===== config.mk =====
export PLATFORM = sky130hd
export DESIGN_NAME = imm_extend_pipe_flat
export DESIGN_NICKNAME = d
export VERILOG_FILES = /design/src/rtl/imm_extend_pipe_if.sv /design/src/rtl/imm_extend_pipe.sv /design/src/flat_wrapper.sv
export SDC_FILE = /design/constraint.sdc
export NUM_CORES = 1
export LEC_CHECK = 0
export ABC_AREA = 0
export CORE_MARGIN = 1
export CORE_UTILIZATION = 40
export DETAILED_ROUTE_END_ITERATION = 10
export PLACE_DENSITY = 0.76
export SLEW_MARGIN = 15
export SYNTH_ARGS = -nofsm -noshare
export SYNTH_HDL_FRONTEND = slang
export SYNTH_SLANG_ARGS = --single-unit

===== constraint.sdc =====
create_clock -name clk -period 1.1 [get_ports clk]
set_input_delay 0.22 -clock clk [delete_from_list [all_inputs] [get_ports clk]]
set_output_delay 0.22 -clock clk [all_outputs]
set_load 0.05 [all_outputs]

===== src/rtl/imm_extend_pipe_if.sv =====
// Decode-to-execute immediate handshake bundle: valid/ready on the input and output sides.
// master drives immediates and out_ready; slave is the extender's view.
interface imm_extend_pipe_if #(
   parameter int IN_WIDTH  = 16,
   parameter int OUT_WIDTH = 32
);
   logic                 in_valid;
   logic                 in_ready;
   logic [IN_WIDTH-1:0]  in_data;
   logic [1:0]           in_mode;
   logic                 out_valid;
   logic                 out_ready;
   logic [OUT_WIDTH-1:0] out_data;

   modport master (
      output in_valid, in_data, in_mode, out_ready,
      input  in_ready, out_valid, out_data
   );

   modport slave (
      input  in_valid, in_data, in_mode, out_ready,
      output in_ready, out_valid, out_data
   );
endinterface


===== src/rtl/imm_extend_pipe.sv =====
// Pipelined immediate extender (sign/zero/upper/branch), 1-cycle latency, valid/ready on both sides.
// IMM_EXT_SKID_EN adds a skid register so in_ready is registered; otherwise in_ready = !out_valid | out_ready.
module imm_extend_pipe #(
   parameter int IN_WIDTH  = 16,
   parameter int OUT_WIDTH = 32
) (
   input logic              clk,
   input logic              reset,
   imm_extend_pipe_if.slave bus
);

   localparam logic [1:0] MODE_SEXT   = 2'b00;
   localparam logic [1:0] MODE_ZEXT   = 2'b01;
   localparam logic [1:0] MODE_UPPER  = 2'b10;
   localparam logic [1:0] MODE_BRANCH = 2'b11;
   localparam int         EXT_W       = OUT_WIDTH - IN_WIDTH;

   generate
      if (IN_WIDTH < 2 || OUT_WIDTH < IN_WIDTH + 2) begin : g_bad_params
         $error("imm_extend_pipe: need IN_WIDTH >= 2 and OUT_WIDTH >= IN_WIDTH+2");
      end
   endgenerate

   logic [OUT_WIDTH-1:0] sext_w;
   logic [OUT_WIDTH-1:0] ext_w;
   logic                 in_ready_w;
   logic                 accept;

   logic                 out_valid_q, out_valid_d;
   logic [OUT_WIDTH-1:0] out_data_q,  out_data_d;

   always_comb begin
      sext_w = {{EXT_W{bus.in_data[IN_WIDTH-1]}}, bus.in_data};
      ext_w  = sext_w;
      case (bus.in_mode)
         MODE_SEXT:   ext_w = sext_w;
         MODE_ZEXT:   ext_w = {{EXT_W{1'b0}}, bus.in_data};
         MODE_UPPER:  ext_w = {bus.in_data, {EXT_W{1'b0}}};
         MODE_BRANCH: ext_w = sext_w << 2;
         default:     ext_w = sext_w;
      endcase
   end

`ifdef IMM_EXT_SKID_EN
   logic                 skid_valid_q, skid_valid_d;
   logic [OUT_WIDTH-1:0] skid_data_q,  skid_data_d;

   // Ready depends only on skid occupancy, so out_ready never reaches in_ready.
   assign in_ready_w = ~skid_valid_q;
   assign accept     = bus.in_valid & in_ready_w;

   always_comb begin
      out_valid_d  = out_valid_q;
      out_data_d   = out_data_q;
      skid_valid_d = skid_valid_q;
      skid_data_d  = skid_data_q;
      if (!out_valid_q || bus.out_ready) begin
         if (skid_valid_q) begin
            out_valid_d  = 1'b1;
            out_data_d   = skid_data_q;
            skid_valid_d = 1'b0;
         end else if (accept) begin
            out_valid_d = 1'b1;
            out_data_d  = ext_w;
         end else begin
            out_valid_d = 1'b0;
         end
      end else if (accept) begin
         skid_valid_d = 1'b1;
         skid_data_d  = ext_w;
      end
   end

   always_ff @(posedge clk or posedge reset) begin
      if (reset) begin
         skid_valid_q <= 1'b0;
         skid_data_q  <= '0;
      end else begin
         skid_valid_q <= skid_valid_d;
         skid_data_q  <= skid_data_d;
      end
   end
`else
   assign in_ready_w = ~out_valid_q | bus.out_ready;
   assign accept     = bus.in_valid & in_ready_w;

   always_comb begin
      out_valid_d = out_valid_q;
      out_data_d  = out_data_q;
      if (accept) begin
         out_valid_d = 1'b1;
         out_data_d  = ext_w;
      end else if (bus.out_ready) begin
         out_valid_d = 1'b0;
      end
   end
`endif

   always_ff @(posedge clk or posedge reset) begin
      if (reset) begin
         out_valid_q <= 1'b0;
         out_data_q  <= '0;
      end else begin
         out_valid_q <= out_valid_d;
         out_data_q  <= out_data_d;
      end
   end

   assign bus.in_ready  = in_ready_w;
   assign bus.out_valid = out_valid_q;
   assign bus.out_data  = out_data_q;

endmodule


===== src/flat_wrapper.sv =====
// flat-port wrapper written by rule: the top's interface ports become plain ports
module imm_extend_pipe_flat 
#(
   parameter int IN_WIDTH  = 16,
   parameter int OUT_WIDTH = 32
)
  (clk, reset, bus_in_valid, bus_in_data, bus_in_mode, bus_out_ready, bus_in_ready, bus_out_valid, bus_out_data);
  imm_extend_pipe_if #(.IN_WIDTH(IN_WIDTH), .OUT_WIDTH(OUT_WIDTH)) bus_i ();
  input logic clk;
  input logic reset;
  input wire logic [$bits(bus_i.in_valid)-1:0] bus_in_valid;
  input wire logic [$bits(bus_i.in_data)-1:0] bus_in_data;
  input wire logic [$bits(bus_i.in_mode)-1:0] bus_in_mode;
  input wire logic [$bits(bus_i.out_ready)-1:0] bus_out_ready;
  output wire logic [$bits(bus_i.in_ready)-1:0] bus_in_ready;
  output wire logic [$bits(bus_i.out_valid)-1:0] bus_out_valid;
  output wire logic [$bits(bus_i.out_data)-1:0] bus_out_data;
  assign bus_i.in_valid = bus_in_valid;
  assign bus_i.in_data = bus_in_data;
  assign bus_i.in_mode = bus_in_mode;
  assign bus_i.out_ready = bus_out_ready;
  assign bus_in_ready = bus_i.in_ready;
  assign bus_out_valid = bus_i.out_valid;
  assign bus_out_data = bus_i.out_data;
  imm_extend_pipe #(.IN_WIDTH(IN_WIDTH), .OUT_WIDTH(OUT_WIDTH)) u_core (.clk(clk), .reset(reset), .bus(bus_i));
endmodule

# [Word level (Yosys, flattened, before mapping)]
# Index checks and enable logic that the tools add are counted.
[op_classes] mux=3 eq_ne=3 n_reduce_logical=2 bitwise_logic=3
[op_table] cell="one-hot mux 32 bit (4 select lines)" n=1
[op_table] cell="== test 2 bit (second input constant)" n=2
[op_table] cell="== test 2 x 1 -> 1 bit (second input constant)" n=1
[op_table] cell="zero test 2 bit" n=1
[op_table] cell="two-way mux 1 bit" n=2
[op_table] cell="nonzero test 2 bit" n=1
[op_table] cell="AND 1 bit" n=1
[op_table] cell="inverter 1 bit" n=1
[op_table] cell="OR 1 bit" n=1
[totals] regBits=33 wordCells=13 output_inout_bits=34

# [Logic depth before layout (Yosys ltp)]
[depth] ltp_word=4 depth_mapped=5

# [Least setup slack after synthesis]
# Ideal clock, no wire load.
[synth_timing] kind="flip-flop to flip-flop" startpoint="reg u_core.out_valid_q (netlist: u_core.bus.out_valid)" endpoint="reg u_core.out_data_q[31] (netlist: u_core.bus.out_data[31])" setup_time_ns=0.083 synth_period_minus_slack_ns=1.750 required_time_ns=1.017 arrival_time_ns=1.667 slack_ns=-0.650 path_stages_with_launch=5 path_buffers=1 path_cell_list="dfrtp_1 -> nand2b_4 -> clkbuf_1 -> o2111ai_1 -> o21ai_0"
[synth_via] elab_chain_len=3
[synth_lines] item="start: declaration" line_no="imm_extend_pipe.sv:29" rtl="logic out_valid_q, out_valid_d;"
[synth_lines] item="start signal: assignment" line_no="imm_extend_pipe.sv:104" rtl="out_valid_q <= out_valid_d;"
[synth_lines] item="inverter 1 bit" line_no="imm_extend_pipe.sv:84" rtl="assign in_ready_w = ~out_valid_q | bus.out_ready;"
[synth_lines] item="OR 1 bit" line_no="imm_extend_pipe.sv:84"
[synth_lines] item="via bus_in_ready" line_no="flat_wrapper.sv:15" rtl="output wire logic [$bits(bus_i.in_ready)-1:0] bus_in_ready;"
[synth_lines] item="AND 1 bit" line_no="imm_extend_pipe.sv:85" rtl="assign accept = bus.in_valid & in_ready_w;"
[synth_lines] item="end signal: assignment" line_no="imm_extend_pipe.sv:105" rtl="out_data_q <= out_data_d;"
[synth_lines] item="end: declaration" line_no="imm_extend_pipe.sv:30" rtl="logic [OUT_WIDTH-1:0] out_data_q, out_data_d;"
# The timed path passes the listed nets, and every way through them passes these cells.
# A chain may end at the register's enable or synchronous reset.

# [Worst setup path after layout]
[layout_timing] startpoint="reg u_core.out_valid_q (netlist: u_core.bus.out_valid)" endpoint="reg u_core.out_data_q[19] (netlist: u_core.bus.out_data[19])"
[layout_via] elab_chain_len=3
[layout_lines] item="inverter 1 bit" line_no="imm_extend_pipe.sv:84"
[layout_lines] item="OR 1 bit" line_no="imm_extend_pipe.sv:84"
[layout_lines] item="AND 1 bit" line_no="imm_extend_pipe.sv:85"
# Every way passes these cells.

==> results.py <==
metrics = {
    "status": {
        "status": "complete, but fails checks",
        "violations": "setup timing",
    },
    "critical_path": {
        "crit_slowest_cell": "dfrtp_2",
        "crit_fanout": 8,
        "critPathBufInv": 3,
        "reg2reg_to": "u_core.bus.out_data[19]",
        "cp.required_ns": 1.31,
        "endpoint_kind": "register",
        "worstPathArrival_ns": 1.51,
        "crit_type": "reg2reg",
        "rr_worst_depth": 6,
        "cp_slowest_stage_delay_ns": 0.43,
        "r2r_start": "u_core.bus.out_valid",
        "cp_top_family": "flip-flops",
        "path_cells": "nand2b_4 > buf_4 > buf_6 > buf_16 > a21oi_1 > a31oi_1",
        "r2r_slack_ns": -0.20,
        "start_kind": "register",
    },
    "timing": {
        "finalMaxSlewViolations": 0,
        "final_hold_viol_count": 0,
        "rsz0062_at_grt": "yes",
        "setup_ws_ns": -0.204,
        "fmax_ghz": 0.767,
        "skew_ns": 0.00775,
        "fin_crit_sh": 1.19,
        "setup_violations": 54,
        "worst_slew_pin_slew_ns": 0.317,
        "setup_tns_ns": -4.06,
        "whs_ns": 0.276,
        "slew_headroom": 0.788,
        "fin_crit_ns": 1.30,
    },
    "power_and_ir_drop": {
        "seqPwrFrac": 0.326,
        "combPwrFrac": 0.484,
        "power.total_uw": 5020,
        "p_sw_uw": 1910,
        "p_sw_frac": 0.381,
        "power.density_nw_per_um2": 1550,
        "clock_power_share": 0.190,
        "p_leak_uw": 0.00135,
        "ir_drop_mv": 1.29,
        "internal_power_uw": 3110,
    },
    "global_routing": {
        "grt_pass1_vias": 1575,
        "grt_pass1_wl_um": 7910,
        "grt_max_degree": 34,
        "overflow": 0,
        "antenna_found_initial": 0,
        "grt_util_all_layers": 0.260,
    },
    "detailed_routing": {
        "routed_via_density": 5.93,
        "detail-route-antenna-nets": 0,
        "route.detailed.drc": 0,
        "routedWlPerCell_um": 22.3,
        "dr_total_vias": 1827,
        "totalWireLength_um": 6860,
        "dr.pass1.iters": 4,
        "drt-initial-drc-count": 93,
    },
    "final_layout": {
        "area_growth_pct": 109,
        "seqCellArea_sq_um": 832,
        "diodes": 0,
        "design_area_sq_um": 3240,
        "layout-drive-gt1-share": 0.508,
        "final_core_util": 0.879,
        "final_nets": 281,
        "fillers": 152,
        "multiInputGateArea_sq_um": 878,
    },
    "synth": {
        "synth_flop_cell": "dfrtp_1",
        "yosysSeqAreaShare": 0.532,
        "syn-num-nets": 189,
        "syn_area_sq_um": 1550,
        "syn_inst": 167,
        "yosysUniqueCellTypes": 19,
        "yosysWarnings": 0,
        "async_flop_share": 1.00,
        "synth_edf_count": 0,
        "synth-seq-cells": 33,
        "synth_area_per_cell_sq_um": 9.30,
    },
    "floorplanning": {
        "core_area_sq_um": 3690,
        "ioPinCount": 56,
        "die_h_um": 64.3,
        "row_count": 22,
        "fp.dieW_um": 64.3,
        "die_area_sq_um": 4140,
        "start_util": 0.421,
    },
    "run": {
        "maxCapViolCount": 0,
    },
    "placed_design": {
        "port_buffers": 55,
        "place_hpwl_um": 3180,
        "dpl_cell_area_sq_um": 2600,
        "place_congestion": 0.881,
    },
    "clocking": {
        "cts_made_buffers": 5,
        "tritoncts": "built",
        "cts_root_buffer": "clkbuf_8",
        "clk_latency_ns": 0.30,
        "clockBufferDepth": 2,
        "clkSinkCount": 33,
        "htreeDepth": 2,
        "clk_pin_slew_ns": 0.07,
    },
    "min_path": {
        "hold_path.class": "in2async",
    },
}
[layer usage]
layer / track usage / part of all wire
met1: 0.319 / 0.40
met2: 0.425 / 0.50
met3: 0.0786 / 0.074
met4: 0.100 / 0.029
met5: 0 / 0
[cell usage after synthesis, types with 2 or more instances]
library cell  count  area, sq um
a21oi_1          58          290
dfrtp_1          33          826
nor2b_1          16          100
a31oi_1          14         87.6
nand2_1          14         52.6
buf_2             7         35.0
clkbuf_1          7         26.3
inv_1             3         11.3
mux2_2            3         33.8
and2_1            2         12.5
buf_4             2         15.0
[through the flow]
step                setup slack, ns  instances
finish                       -0.204        308
global route                 -0.242        308
CTS                          -0.174        289
detailed placement           -0.595        272
global placement             -0.521        272
floorplan                    -0.202        167
[cell usage in the layout, fill, tap and decap left out, types with 2 or more instances in the layout]
master,netlist,routed
nor2b_1,16,16
dfrtp_1,33,28
mux2_4,0,2
clkbuf_1,7,2
a21oi_1,58,29
buf_6,0,4
a21oi_4,0,6
dlygate4sd2_1,0,3
nand2_1,14,14
clkbuf_16,0,3
buf_4,2,32
a31oi_4,0,3
buf_12,0,38
a21oi_2,0,23
clkbuf_8,0,6
and2_4,0,2
a31oi_1,14,10
dfrtp_2,0,5
clkdlybuf4s50_1,0,18
inv_1,3,3
[state kept, by name (all words and copies together), names as in the netlist]
name                  flops
u_core.bus.out_valid      1
u_core.bus.out_data      32
[how the worst max path moves through the flow]
| stage | startpoint | to | slack, ns | depth (start not counted) |
|---|---|---|---|---|
| floorplan | u_core.bus.out_valid | u_core.bus.out_data[0] | -0.20 | 4 |
| detailed placement | bus_in_mode[0] | u_core.bus.out_data[23] | -0.59 | 4 |
| global route | u_core.bus.out_valid | u_core.bus.out_data[19] | -0.24 | 6 |
| CTS | u_core.bus.out_valid | bus_in_ready | -0.17 | 3 |
| global placement | bus_in_mode[0] | u_core.bus.out_data[26] | -0.52 | 4 |
| finish | u_core.bus.out_valid | u_core.bus.out_data[19] | -0.20 | 6 |
[tightest hold or removal path, stage by stage]
cell,delay (ns)
clkdlybuf4s50_1,0.41
inv_1,0.10
buf_12,0.21
[kinds of logic after synthesis]
group                  count (synthesis)  synth area share
flip-flops                            33             0.532
buffers and inverters                 19            0.0564
multiplexers                           3            0.0218
AND/OR/NAND/NOR                       36             0.127
AO/OA/AOI/OAI                         76             0.263
[power groups by stage]
stage / registers (uW) / logic (uW) / clock network, uW
global placement: 1620 / 1930 / 0
detailed placement: 1620 / 1960 / 0
finish: 1630 / 2430 / 954
floorplan: 2140 / 352 / 0
global route: 1650 / 2510 / 995
CTS: 1600 / 2060 / 927
[final cells by class]
cell class                 count  share of cell area
timing repair buffer         100               0.423
multi-input combinational    116               0.271
sequential                    33               0.257
clock buffer                   8              0.0278
tap                           48              0.0185
inverter                       3             0.00347
[what timing repair did]
action	in CTS	in global routing
hold buffers	0	0
gates cloned	2	3
endpoints found under the setup margin	38	59
setup buffers	7	16
resized for setup	17	44
pin swaps	1	9
Power figures use the tool's default switching activity.
